$ cat src/rtl/noc_tx_packetizer.sv
// NoC transmit packetizer: packet request plus payload stream become head/body/tail flits under credit flow control.
// Optional macro NOC_TX_SELF_DROP_EN: packets addressed to this node are drained locally instead of sent.
module noc_tx_packetizer #(
    parameter logic [7:0] ROUTER_ADDR = 8'h00,
    parameter int         DATA_W      = 32,
    parameter int         BUF_DEPTH   = 4
) (
    input  logic              clk_i,
    input  logic              rst_ni,
    input  logic              req_valid_i,
    output logic              req_ready_o,
    input  logic [7:0]        req_dest_i,
    input  logic [3:0]        req_len_i,
    input  logic              data_valid_i,
    output logic              data_ready_o,
    input  logic [DATA_W-1:0] data_i,
    output logic              flit_valid_o,
    output logic [DATA_W+1:0] flit_o,
    input  logic              credit_i
);
    localparam logic [1:0] TYPE_BODY   = 2'b00;
    localparam logic [1:0] TYPE_HEAD   = 2'b01;
    localparam logic [1:0] TYPE_TAIL   = 2'b10;
    localparam logic [1:0] TYPE_SINGLE = 2'b11;
    localparam logic [3:0] DEPTH       = 4'(BUF_DEPTH);

    typedef enum logic [1:0] {S_IDLE, S_HEAD, S_BODY, S_DRAIN} state_t;

    state_t            r_state;
    logic [7:0]        r_dest;
    logic [3:0]        r_len;
    logic [3:0]        r_remaining;
    logic [3:0]        r_credits;
    logic              r_flit_valid;
    logic [DATA_W+1:0] r_flit;

    logic              w_has_credit;
    logic              w_req_hs;
    logic              w_data_hs;
    logic              w_send;
    logic              w_self;
    logic [DATA_W-1:0] w_header;

    assign w_has_credit = (r_credits != 4'd0);
    assign req_ready_o  = (r_state == S_IDLE);

`ifdef NOC_TX_SELF_DROP_EN
    // Draining a self-addressed packet never touches the router, so credits do not gate it.
    assign data_ready_o = ((r_state == S_BODY) && w_has_credit) || (r_state == S_DRAIN);
    assign w_self       = (req_dest_i == ROUTER_ADDR);
`else
    assign data_ready_o = (r_state == S_BODY) && w_has_credit;
    assign w_self       = 1'b0;
`endif

    assign w_req_hs  = req_valid_i & req_ready_o;
    assign w_data_hs = data_valid_i & data_ready_o;
    assign w_send    = ((r_state == S_HEAD) && w_has_credit) || ((r_state == S_BODY) && w_data_hs);

    always_comb begin
        w_header        = '0;
        w_header[7:0]   = r_dest;
        w_header[15:8]  = ROUTER_ADDR;
        w_header[19:16] = r_len;
    end

    // Packet sequencing; flit outputs are registered here so they leave the block glitch-free.
    always_ff @(posedge clk_i or negedge rst_ni) begin
        if (!rst_ni) begin
            r_state      <= S_IDLE;
            r_dest       <= 8'h00;
            r_len        <= 4'd0;
            r_remaining  <= 4'd0;
            r_flit_valid <= 1'b0;
            r_flit       <= '0;
        end else begin
            r_flit_valid <= w_send;
            case (r_state)
                S_IDLE: begin
                    if (w_req_hs) begin
                        r_dest      <= req_dest_i;
                        r_len       <= req_len_i;
                        r_remaining <= req_len_i;
                        if (!w_self) begin
                            r_state <= S_HEAD;
                        end else if (req_len_i != 4'd0) begin
                            r_state <= S_DRAIN;
                        end
                    end
                end
                S_HEAD: begin
                    if (w_has_credit) begin
                        r_flit  <= {(r_len == 4'd0) ? TYPE_SINGLE : TYPE_HEAD, w_header};
                        r_state <= (r_len == 4'd0) ? S_IDLE : S_BODY;
                    end
                end
                S_BODY: begin
                    if (w_data_hs) begin
                        r_flit      <= {(r_remaining == 4'd1) ? TYPE_TAIL : TYPE_BODY, data_i};
                        r_remaining <= r_remaining - 4'd1;
                        if (r_remaining == 4'd1) begin
                            r_state <= S_IDLE;
                        end
                    end
                end
                S_DRAIN: begin
                    if (w_data_hs) begin
                        r_remaining <= r_remaining - 4'd1;
                        if (r_remaining == 4'd1) begin
                            r_state <= S_IDLE;
                        end
                    end
                end
                default: r_state <= S_IDLE;
            endcase
        end
    end

    // A returned credit and a sent flit in the same cycle cancel; returns beyond the buffer depth are ignored.
    always_ff @(posedge clk_i or negedge rst_ni) begin
        if (!rst_ni) begin
            r_credits <= DEPTH;
        end else begin
            case ({w_send, credit_i})
                2'b10:   r_credits <= r_credits - 4'd1;
                2'b01:   if (r_credits < DEPTH) r_credits <= r_credits + 4'd1;
                default: r_credits <= r_credits;
            endcase
        end
    end

    assign flit_valid_o = r_flit_valid;
    assign flit_o       = r_flit;

endmodule

$ cat config.mk
export PLATFORM = sky130hd
export DESIGN_NAME = noc_tx_packetizer
export DESIGN_NICKNAME = d
export VERILOG_FILES = /design/src/rtl/noc_tx_packetizer.sv
export SDC_FILE = /design/constraint.sdc
export NUM_CORES = 1
export LEC_CHECK = 0
export CORE_UTILIZATION = 40
export DETAILED_ROUTE_END_ITERATION = 7
export PLACE_DENSITY = 0.75
export SLEW_MARGIN = 20
export SYNTH_ARGS = -nofsm -noshare
export SYNTH_HDL_FRONTEND = slang
export SYNTH_SLANG_ARGS = --single-unit
$ cat constraint.sdc
create_clock -name clk_i -period 3.2 [get_ports clk_i]
set_input_delay 0.48 -clock clk_i [delete_from_list [all_inputs] [get_ports clk_i]]
set_output_delay 0.48 -clock clk_i [all_outputs]
set_load 0.02 [all_outputs]
==> results.md <==
- Setup Buffers After CTS: 0
- Max Slew Vio Count: 0
- Vias in the first global route: 2274
- Synth Cell Area: 2701 um2
- First-pass GRT wire length: 10760 um
- Crit path largest cell delay: roughly 0.7 ns
- Total grt overflow: 0
- Resize count post-CTS: 0
- EDFF count, synth: 0
- Met2 usage: 30.03%
- CP Cell Sequence: or4_1, o21ai_4, nand2_1, ha_1, a21oi_1, nand2_1, or4b_2, nand3_1
- Root buffer cell: clkbuf_8
- Vias per inst: 5.102
- Yosys top cell by area: dfrtp_1
- Unrepaired setup endpoints after global routing: no
- Startpoint types: flip-flop
- Clock-pin slew on the worst setup and hold paths: 0.06 ns
- DP Area: 3600 um2
- Top-area cell type share of the netlist area: 51.88%
- Clk_lat worst skew: around 0.32 ns
- Crit Path Class: flip-flop to flip-flop
- Minimum hold slack: 0.3127 ns
- Met3 GRT Util: 3.540%
- Flop and latch count out of synthesis: 57
- Final WL: 6229 um
- Initial Util: 42.06%
- CTS buffer count: 9
- Final Cell Area: 3842 um2
- Post-route DRC: 16
- Status: finished with violations
- Total track usage: around a fifth
- Clock H-tree levels: 3
- CTS tree: built
- Setup ws final: 0.4080 ns
- Met1 Usage GRT: 26.17%
- Ant diodes: 0
- Largest net degree at the start of global routing: 70
- Core Box Area: 6422 um2
- Length of the first detailed-routing pass in iterations: 6
- Post-Syn Instances: 296
- Setup TNS: 0 ns
- Minimum clock period: between 2 and 3 ns
- Main synth FF type: dfrtp_1
- Worst hold path type: input port to async pin
- Sequential share of the synthesized area: 52.85%
- Synth Area per Inst: 9.126 um2
- Final period utilization: 87.25%
- Fmax: 358.2 MHz
- LEAKAGE: ~1.7 nW
- Hold buffer count at CTS: 0
- Clock Skew: 0.008836 ns
- I/O pin count: 86
- Data arrival time of the critical path: 3.04 ns
- Die width: between 80 and 90 um
- CP Max Fanout: 9
- CP most frequent cell: nand2_1
- DP Worst Slack: 0.3597 ns
- Yosys Warn Count: 0
- Worst path slowest cell: or4_1
- Die area: between 7000 and 8000 um2
- DP Wirelength: 4428 um
- Longest Clk Path Bufs: 2
- Initial antenna violation count: 0
- Syn_nets: between 300 and 400
- Layout area overhead: 42.24%
- Antenna Violating Nets Remaining: 0
- Total of max-cap violations: 0
- Port bufs: 85
- Placement Rows: 29
- Initial DRC Count: 139
- CP required: 3.45 ns
- Vias post-DR: 2352
- CP Capture Type: flip-flop
- Gr busiest metal: met2
- Nets: 433
- CTS sink cnt: 57
- Drt wl/cell: about 14 um
- Count of final hold-check violations: 0
- Normalized max-slew margin: a little over a third
- Violated checks: design-rule violations
- Final setup violation count: 0
- Die H: approximately 84 um
- Unique masters post-synth: 44
- Asr flop ratio synth: 100.0%
- PwrDens: 981.7 nW/um2
- Routability Congestion: around 0.86
- Peak VDD IR: 0.4749 mV
- Share of layout cells above drive strength 1: under 10%
- Top cells by area, synth: dfrtp_1 (52%), nand2_1 (13%), o21ai_0 (7.6%)
- Worst-margin pin slew: 0.9553 ns
state kept, by name, summed over array words and instances (netlist names):
register / cells
r_len: 4
r_credits: 4
flit_o: 34
r_remaining: 4
r_state: 2
r_dest: 8
flit_valid_o: 1
power by group:
part / switching, mW / internal (mW)
Sequential: 0.234 / 1.03
Combinational: 0.934 / 0.766
Clock: 0.272 / 0.534
Total: 1.44 / 2.33
layer usage:
metal	wire length [um]	share of wire, %
met1	2891	46
met2	2947	47
met3	326	5.2
met4	63	1.0
met5	0	0
logic make-up (layout without fill, tap and decap cells):
kind of cell,after synthesis,count (layout),share of synthesized area (%)
DFF,57,57,52.85
adders and majority gates,5,5,2.594
xor gates and xnor gates,1,1,0.3243
AOI/OAI and AO/OA,63,63,14.27
and+or+nand+nor,133,133,21.54
buffers and inverters,25,113,3.984
muxes,12,12,4.447
cell usage in the layout (no fill, tap or decap), drive strengths merged, types with 2 or more instances in the layout:
master,netlist,final
nor4,2,2
a21oi,5,5
and3,2,2
bufinv,0,3
a221oi,2,2
ha,4,4
inv,7,7
nand4,2,2
dfrtp,56,56
buf,8,6
nand2b,2,2
clkdlybuf4s50,0,84
mux2i,12,12
o211ai,3,3
clkbuf,10,10
nand3b,2,2
nor2,12,12
nand2,94,94
clkinv,0,3
nor3,2,2
or4,3,3
o21ai,42,42
nand3,3,3
a31oi,2,2
o2111ai,2,2
nor2b,2,2
through the flow:
step / total power, mW / util, % / std cells
floorplan: 2.315 / - / 296
global placement: 2.914 / 56.05 / 445
detailed placement: 2.977 / 56.05 / 445
CTS: 3.808 / 59.83 / 461
global route: 4.065 / 59.83 / 461
finish: 3.772 / 59.83 / 461
area by class of cell:
class | instances | area [um2]
Tap cell | 77 | 96.34
Inverter | 7 | 26.28
Multi-Input combinational cell | 214 | 1166
Timing Repair Buffer | 90 | 883.3
Clock buffer | 10 | 137.6
Clock inverter | 6 | 105.1
Sequential cell | 57 | 1428
Fill cell | 561 | 2580
worst paths after layout:
kind                       slack [ns]                     start  depth (start not counted)                  endpoint
min                              0.31                    rst_ni                          1  r_credits[0]$_DFFE_PN0P_
max reg2reg                      0.41  r_credits[0]$_DFFE_PN0P_                          8  r_credits[3]$_DFFE_PN0P_
min reg2reg                      0.48     r_dest[6]$_DFFE_PN0P_                          2     r_dest[6]$_DFFE_PN0P_
max in group asynchronous        2.11                    rst_ni                          2    flit_o[12]$_DFFE_PN0P_
min in group clk_i               0.48     r_dest[6]$_DFFE_PN0P_                          2     r_dest[6]$_DFFE_PN0P_
max                              0.41  r_credits[0]$_DFFE_PN0P_                          8  r_credits[3]$_DFFE_PN0P_
synth_stat cells, drive strengths merged, types with 3 or more instances:
library cell and instances:
buf 8, nor2 12, nand2 94, dfrtp 56, or4 3, o211ai 3
o21ai 42, clkbuf 10, inv 7, ha 4, a21oi 5, nand3 3
mux2i 12
worst max-delay path: cells and delay by family, from the launching register on:
kind	cells	cell delay, ns
and+or+nand+nor	5	1.60
AOI/OAI and AO/OA	2	0.27
adders and majority gates	1	0.36
DFF	1	0.49
No activity file was read; power rests on OpenSTA's default activity.
